### src/rtl/bus_reg_bank_pkg.sv
// Shared constants for the bus register bank: slot map, slot count, default width.
package bus_reg_bank_pkg;

  localparam int DEF_WORD_SIZE = 32;
  localparam int NUM_SLOTS = 32;

  localparam int SLOT_R0 = 0;
  localparam int SLOT_R15 = 15;
  localparam int SLOT_HI = 16;
  localparam int SLOT_LO = 17;
  localparam int SLOT_ZHI = 18;
  localparam int SLOT_ZLO = 19;
  localparam int SLOT_PC = 20;
  localparam int SLOT_MDR = 21;
  localparam int SLOT_INPORT = 22;
  localparam int SLOT_CSIGN = 23;
  localparam int SLOT_RSVD_FIRST = 24;

  // True when two or more bits are set.
  function automatic logic multi_hot(
    input logic [SLOT_RSVD_FIRST-1:0] v
  );
    return (v & (v - 1'b1)) != '0;
  endfunction

endpackage

### src/rtl/bus_reg_bank_if.sv
// Bus-side signal bundle for bus_reg_bank.
interface bus_reg_bank_if
  import bus_reg_bank_pkg::*;
#(
  parameter int W = DEF_WORD_SIZE
) ();

  logic [W-1:0]           bus_in;
  logic [NUM_SLOTS-1:0]   wr_en;
  logic                   mdr_read;
  logic [W-1:0]           mem_data;
  logic                   z_in;
  logic [2*W-1:0]         alu_result;
  logic                   pc_inc;
  logic                   in_strobe;
  logic [W-1:0]           in_port_data;
  logic                   ba_out;
  logic                   err_clr;
  logic [NUM_SLOTS*W-1:0] reg_out;
  logic                   multi_wr_err;

  modport master (
    output bus_in, wr_en, mdr_read, mem_data,
    output z_in, alu_result, pc_inc,
    output in_strobe, in_port_data,
    output ba_out, err_clr,
    input  reg_out, multi_wr_err
  );

  modport slave (
    input  bus_in, wr_en, mdr_read, mem_data,
    input  z_in, alu_result, pc_inc,
    input  in_strobe, in_port_data,
    input  ba_out, err_clr,
    output reg_out, multi_wr_err
  );

endinterface

### src/rtl/bus_reg_bank_word.sv
// One bank word: W-bit register, async active-low clear, load enable.
module bus_reg_word #(
  parameter int W = 32
) (
  input  logic         clk,
  input  logic         rst_n,
  input  logic         ld,
  input  logic [W-1:0] d,
  output logic [W-1:0] q
);

  always_ff @(posedge clk or negedge rst_n) begin
    if (!rst_n)  q <= '0;
    else if (ld) q <= d;
  end

endmodule

### src/rtl/bus_reg_bank.sv
// 32-slot bus-visible register bank; slots 24-31 are reserved and read 0.
// BUS_REG_BANK_BYPASS_EN: bus writes show on reg_out in the same cycle.
module bus_reg_bank
  import bus_reg_bank_pkg::*;
#(
  parameter int WORD_SIZE = DEF_WORD_SIZE,
  parameter int PC_STEP = 1
) (
  input logic        clock,
  input logic        clear_n,
  bus_reg_bank_if.slave bus
);

  localparam int W = WORD_SIZE;
  localparam int NW = SLOT_RSVD_FIRST;

  logic [NW-1:0] ld;
  logic [W-1:0]  d  [NW];
  logic [W-1:0]  q  [NW];
  logic [W-1:0]  rd [NW];
  logic [NW-1:0] bus_ld;
  logic          err_q;

  assign bus_ld = bus.wr_en[NW-1:0];

  always_comb begin
    for (int k = 0; k < NW; k++) begin
      ld[k] = bus_ld[k];
      d[k]  = bus.bus_in;
    end
    // Dedicated sources and their priority over the bus load.
    ld[SLOT_ZHI] = bus_ld[SLOT_ZHI] | bus.z_in;
    ld[SLOT_ZLO] = bus_ld[SLOT_ZLO] | bus.z_in;
    if (bus.z_in) begin
      d[SLOT_ZHI] = bus.alu_result[2*W-1:W];
      d[SLOT_ZLO] = bus.alu_result[W-1:0];
    end
    ld[SLOT_PC] = bus_ld[SLOT_PC] | bus.pc_inc;
    if (!bus_ld[SLOT_PC])
      d[SLOT_PC] = q[SLOT_PC] + W'(PC_STEP);
    if (bus.mdr_read)
      d[SLOT_MDR] = bus.mem_data;
    ld[SLOT_INPORT] = bus_ld[SLOT_INPORT] | bus.in_strobe;
    if (bus.in_strobe)
      d[SLOT_INPORT] = bus.in_port_data;
  end

  for (genvar k = 0; k < NW; k++) begin : g_word
    bus_reg_word #(.W(W)) u_word (
      .clk   (clock),
      .rst_n (clear_n),
      .ld    (ld[k]),
      .d     (d[k]),
      .q     (q[k])
    );
  end

  always_comb begin
    for (int k = 0; k < NW; k++) begin
      rd[k] = q[k];
`ifdef BUS_REG_BANK_BYPASS_EN
      if (bus_ld[k]) rd[k] = bus.bus_in;
`endif
    end
    // Base-address mode hides R0 on the read path only.
    if (bus.ba_out) rd[SLOT_R0] = '0;
  end

  always_comb begin
    bus.reg_out = '0;
    for (int k = 0; k < NW; k++)
      bus.reg_out[k*W +: W] = rd[k];
  end

  always_ff @(posedge clock or negedge clear_n) begin
    if (!clear_n)               err_q <= 1'b0;
    else if (multi_hot(bus_ld)) err_q <= 1'b1;
    else if (bus.err_clr)       err_q <= 1'b0;
  end

  assign bus.multi_wr_err = err_q;

endmodule

### src/flat_wrapper.sv
// flat-port wrapper written by rule: the top's interface ports become plain ports
module bus_reg_bank_flat import bus_reg_bank_pkg::*;
#(
  parameter int WORD_SIZE = DEF_WORD_SIZE,
  parameter int PC_STEP = 1
)
  (clock, clear_n, bus_bus_in, bus_wr_en, bus_mdr_read, bus_mem_data, bus_z_in, bus_alu_result, bus_pc_inc, bus_in_strobe, bus_in_port_data, bus_ba_out, bus_err_clr, bus_reg_out, bus_multi_wr_err);
  bus_reg_bank_if #(.W((32))) bus_i ();
  input logic clock;
  input logic clear_n;
  input wire logic [$bits(bus_i.bus_in)-1:0] bus_bus_in;
  input wire logic [$bits(bus_i.wr_en)-1:0] bus_wr_en;
  input wire logic [$bits(bus_i.mdr_read)-1:0] bus_mdr_read;
  input wire logic [$bits(bus_i.mem_data)-1:0] bus_mem_data;
  input wire logic [$bits(bus_i.z_in)-1:0] bus_z_in;
  input wire logic [$bits(bus_i.alu_result)-1:0] bus_alu_result;
  input wire logic [$bits(bus_i.pc_inc)-1:0] bus_pc_inc;
  input wire logic [$bits(bus_i.in_strobe)-1:0] bus_in_strobe;
  input wire logic [$bits(bus_i.in_port_data)-1:0] bus_in_port_data;
  input wire logic [$bits(bus_i.ba_out)-1:0] bus_ba_out;
  input wire logic [$bits(bus_i.err_clr)-1:0] bus_err_clr;
  output wire logic [$bits(bus_i.reg_out)-1:0] bus_reg_out;
  output wire logic [$bits(bus_i.multi_wr_err)-1:0] bus_multi_wr_err;
  assign bus_i.bus_in = bus_bus_in;
  assign bus_i.wr_en = bus_wr_en;
  assign bus_i.mdr_read = bus_mdr_read;
  assign bus_i.mem_data = bus_mem_data;
  assign bus_i.z_in = bus_z_in;
  assign bus_i.alu_result = bus_alu_result;
  assign bus_i.pc_inc = bus_pc_inc;
  assign bus_i.in_strobe = bus_in_strobe;
  assign bus_i.in_port_data = bus_in_port_data;
  assign bus_i.ba_out = bus_ba_out;
  assign bus_i.err_clr = bus_err_clr;
  assign bus_reg_out = bus_i.reg_out;
  assign bus_multi_wr_err = bus_i.multi_wr_err;
  bus_reg_bank #(.WORD_SIZE(WORD_SIZE), .PC_STEP(PC_STEP)) u_core (.clock(clock), .clear_n(clear_n), .bus(bus_i));
endmodule
### config.mk
export PLATFORM = sky130hd
export DESIGN_NAME = bus_reg_bank_flat
export DESIGN_NICKNAME = d
export VERILOG_FILES = /design/src/rtl/bus_reg_bank_pkg.sv /design/src/rtl/bus_reg_bank_if.sv /design/src/rtl/bus_reg_bank_word.sv /design/src/rtl/bus_reg_bank.sv /design/src/flat_wrapper.sv
export SDC_FILE = /design/constraint.sdc
export NUM_CORES = 1
export LEC_CHECK = 0
export CAP_MARGIN = 20
export CORE_AREA = 2 2 482 484
export DETAILED_ROUTE_END_ITERATION = 8
export DIE_AREA = 0 0 484 486
export PLACE_DENSITY_LB_ADDON = 0.05
export SETUP_SLACK_MARGIN = 0.2
export SLEW_MARGIN = 15
export SYNTH_ARGS = -nofsm -noshare
export SYNTH_HDL_FRONTEND = slang
export SYNTH_HIERARCHICAL = 1
export SYNTH_SLANG_ARGS = --single-unit
### constraint.sdc
create_clock -name clock -period 2.4 [get_ports clock]
set_input_delay 0.48 -clock clock [delete_from_list [all_inputs] [get_ports clock]]
set_output_delay 0.48 -clock clock [all_outputs]
set_load 0.02 [all_outputs]
Word-level counts from Yosys, hierarchy flattened:

Cells that the tools add are included.

* bits in registers: 769
* output and inout port bits: 1025
* word-level logic and storage cells: 41

* $add $sub $neg: 2
* multiplexer cells: 7
* bitwise gates (word level): 5
* reductions and logical operators: 2

Operator list (number)
* $mux 32: 4
* $mux 64: 1
* $add 32x1->32 const B: 1
* $and 24x24->24: 1
* $reduce_bool 24->1: 1
* $sub 24x1->24 const B: 1
* $or 1x1->1: 4
* $mux 1: 2
* $reduce_bool 2->1: 1

Depth between registers and ports, before layout:

* word-level depth: 4
* depth in mapped cells: 8
* gate-level depth less buffers: 8

Cells and area by module:

The synthesis kept the hierarchy.

By module, submodules not included
* bus_reg_word: instances 24, cells an instance 68, area an instance 1345.0 um^2, seq. area each 800.8 um^2
* bus_reg_bank: instances 1, cells an instance 743, area an instance 4817.1 um^2, seq. area each 25.0 um^2

Least setup slack after synthesis:

OpenSTA, ideal clock, no wires.

* path kind: reg2reg
* from: register u_core.g_word[20].u_word.q[7]
* to: register u_core.g_word[20].u_word.q[30]
* setup time: 0.125 ns
* arrival time: 2.066 ns
* data required time: 2.275 ns
* setup slack: 0.209 ns
* stages on the path, launching flop included: 9
* path through: dfrtp_1 -> buf_2 -> nand2_1 -> nor4_1 -> nand4_1 -> nor2_1 -> xnor2_1 -> o21ai_0 -> mux2_4

RTL lines
* from (decl): RTL line bus_reg_bank_word.sv:9 `output logic [W-1:0] q`
* from (signal assigned): RTL line bus_reg_bank_word.sv:13 `if (!rst_n) q <= '0;`
* from (signal assigned): RTL line bus_reg_bank_word.sv:14 `else if (ld) q <= d;`

Worst setup path in the final report:

* from: register u_core.g_word[20].u_word.q[0]
* to: output port bus_reg_out[640]

RTL lines
* to (decl): RTL line flat_wrapper.sv:22 `output wire logic [$bits(bus_i.reg_out)-1:0] bus_reg_out;`

No word-level cell between the ends.

==> results.py <==
metrics = {
    "outcome": {
        "status": "finished, final reports clean",
    },
    "die": {
        "die_w_um": 484,
        "die_y_um": 486,
        "initial_core_util": 0.162,
        "die_area_um2": 235000,
        "core-area_um2": 229000,
        "pin_count": 1225,
        "rows": 176,
    },
    "synth": {
        "synthCells": 2375,
        "yosys_warnings": 6,
        "synth_edf_count": 0,
        "synth_seq_cells": 769,
        "synthArstFlopShare": 1.00,
        "syn_avg_cell_area_um2": 15.6,
        "yosysTopAreaCell": "dfrtp_1",
        "synth-main-ff-cell": "dfrtp_1",
        "netlist_area_um2": 37100,
        "synth-seq-area-share": 0.519,
        "synth_top_area_frac": 0.519,
        "yosys-top-cells-area": "dfrtp_1 (52%), mux2_4 (29%), buf_4 (5.2%)",
        "ys_types": 43,
    },
    "worst_setup_path": {
        "ff2ff_path_depth": 9,
        "start_kind": "register",
        "crit_start": "u_core/g_word[20].u_word/q[0]",
        "worstPathMaxFanout": 4,
        "crit_type": "reg2out",
        "r2r_setup_slack_ns": 0.35,
        "r2r-start": "u_core/g_word[20].u_word/q[16]",
        "end_kind": "output pin",
        "cp.required_ns": 1.92,
        "r2r_end": "u_core/g_word[20].u_word/q[30]",
        "arrival_ns": 1.61,
    },
    "clock_network": {
        "numCtsBuffers": 107,
        "cts_tree": "built",
        "clk_pin_slew_ns": 0.06,
        "ctsRootBufferMaster": "clkbuf_16",
        "clock_sinks": 769,
        "clock_latency_ns": 0.75,
        "cts_max_level": 3,
        "clock_path_buffers": 3,
    },
    "layout": {
        "postLayoutCoreUtil": 0.232,
        "drive_gt1_frac": 0.374,
        "syn2layout_area_growth_pct": 43.4,
        "final_nets": 3720,
    },
    "grt": {
        "grt_pass1_vias": 24500,
        "grt-ovfl-total": 0,
        "grt_pass1_wl_um": 247000,
        "grt_antenna_before_repair": 21,
        "grt_start_max_net_pins": 89,
        "globalRouteTotalUtil": 0.155,
    },
    "min_path": {
        "min_to": "u_core/bus.multi_wr_err",
        "min_path_cells": 4,
        "hold_path_class": "in2reg",
        "worstHoldStart": "bus_wr_en[21]",
    },
    "place": {
        "port_buffers": 960,
        "preCtsSetupSlack_ns": -0.0795,
        "gp_congestion": 0.747,
        "hpwl_um": 134000,
    },
    "job": {
        "maxCapViolCount": 0,
    },
    "drt": {
        "ant_nets": 0,
        "wire_per_inst_um": 28.1,
        "drt_wl_total_um": 187000,
        "route.detailed.drc": 0,
        "drt_iter0_markers": 890,
        "vias": 22700,
        "drtPass1Iterations": 5,
        "viasPerCell": 3.42,
    },
    "sta": {
        "max_slew.worst_pin.slew_ns": 1.02,
        "drv_slew": 0,
        "finClkSkew_ns": 0.0251,
        "hold_viol": 0,
        "max_freq_ghz": 0.478,
        "finalCritPeriodShare": 0.871,
        "maxSlewHeadroom": 0.319,
        "rsz0062_at_grt": "yes",
        "finalCriticalPeriod_ns": 2.09,
        "finalSetupViolCount": 0,
        "final.setup.worst_slack_ns": 0.309,
    },
    "pwr": {
        "ir_worst_vdd_uv": 567,
        "p_leak_uw": 0.0268,
        "pwr_density_cell_nw_per_um2": 785,
    },
}
-- report_power, final --
group	internal, uW	leakage (uW)	switching [uW]
logic	4260	0.0160	5630
clock network	9930	0.00177	6780
registers	14300	0.00902	829
total	28500	0.0268	13200
-- sequential cells by signal, indices dropped and copies added, names as in the netlist --
name,count
u_core/g_word.u_word/q,768
u_core/bus.multi_wr_err,1
-- worst max path at each step --
stage	end	slack (ns)
after floorplan	u_core/g_word[20].u_word/q[30]	0.21
after global placement	u_core/bus.multi_wr_err	-0.18
after detailed placement	u_core/bus.multi_wr_err	-0.08
after CTS	bus_reg_out[2]	0.007
after global routing	u_core/g_word[20].u_word/q[24]	0.14
final	bus_reg_out[640]	0.31
-- synthesized netlist by cell type, types with 2 or more instances --
cell type,instances
mux2_4,720
or2_2,6
and4_1,2
buf_6,24
buf_12,72
xor2_1,23
and3_1,8
buf_2,2
o211ai_1,2
nor3_1,4
nor4_1,4
xnor2_1,7
and2_1,2
or3_1,4
o21ai_0,35
buf_4,256
dfrtp_1,769
mux2_2,111
inv_1,4
nor2_1,12
nand4_1,8
nand2_1,178
nand2b_1,32
a21oi_1,5
nand3_1,9
nor2b_1,33
clkbuf_1,27
-- final cells by class --
| class | instances | area, um2 |
|---|---|---|
| Clock buffer | 156 | 3160 |
| Inverter | 4 | 15.0 |
| Clock inverter | 34 | 422 |
| Antenna cell | 8 | 20.0 |
| Tap cell | 3026 | 3790 |
| Multi-Input combinational cell | 1475 | 15100 |
| Sequential cell | 769 | 19200 |
| Timing Repair Buffer | 1162 | 11400 |
| Fill cell | 24400 | 176000 |
-- cell usage in the layout, fill, tap and decap left out, drive strengths merged, types with 2 or more instances in the layout --
cell type and instances:
conb 256, clkdlybuf4s50 133, a21oi 5, dfrtp 769, clkdlybuf4s15 44, mux2 831
nor4 5, or3 5, nand3 9, dlygate4sd2 476, o21ai 35, inv 6
or2 6, and4 2, diode 8, maj3 2, clkinv 20, and3 8
clkinvlp 4, nand4 8, clkbuf 163, nand2 179, xor2 23, o211ai 2
bufinv 8, nor2b 33, nand2b 32, nor2 12, xnor2 7, dlymetal6s2s 229
nor3 4, buf 272, and2 2
-- stage by stage --
step / setup TNS [ns] / power (uW) / cell area (um2) / hold WS (ns) / cells
after CTS: 0 / 43000 / 52600 / 0.0503 / 6624
after global placement: -0.182 / 26300 / 49500 / 0.412 / 6426
after detailed placement: -0.0795 / 26200 / 49500 / 0.407 / 6426
after global routing: 0 / 43800 / 53200 / 0.154 / 6626
after floorplan: 0 / 20800 / 38100 / 0.184 / 2630
final: 0 / 41800 / 53200 / 0.153 / 6634
-- cells by family after synthesis --
group	Yosys count	synth area share
mux	832	0.325
other cells	1	0.000101
simple gates	307	0.0393
buf+inv	386	0.101
flops	769	0.519
compound gates	47	0.00708
xor+xnor	30	0.00708
fa+ha+maj	3	0.000911
-- worst max-delay path: stages, from the launching register on --
cell     delay, ns
dfrtp_2       0.45
buf_4         0.14
buf_4         0.14
buf_6         0.14
-- layer usage --
| layer | wire length [um] | GRT usage |
|---|---|---|
| met1 | 81500 | 0.198 |
| met5 | 0 | 0 |
| met4 | 3450 | 0.0293 |
| met2 | 86900 | 0.250 |
| met3 | 14800 | 0.0569 |
-- what timing repair did --
action,4_1_cts,5_1_grt
gates resized for setup,654,260
hold buffers,1,0
hold endpoints to repair,173,0
pin swaps,3,1
setup endpoints to repair,773,250
gates cloned,0,0
setup buffers,7,2
(Power assumes the default switching activity.)
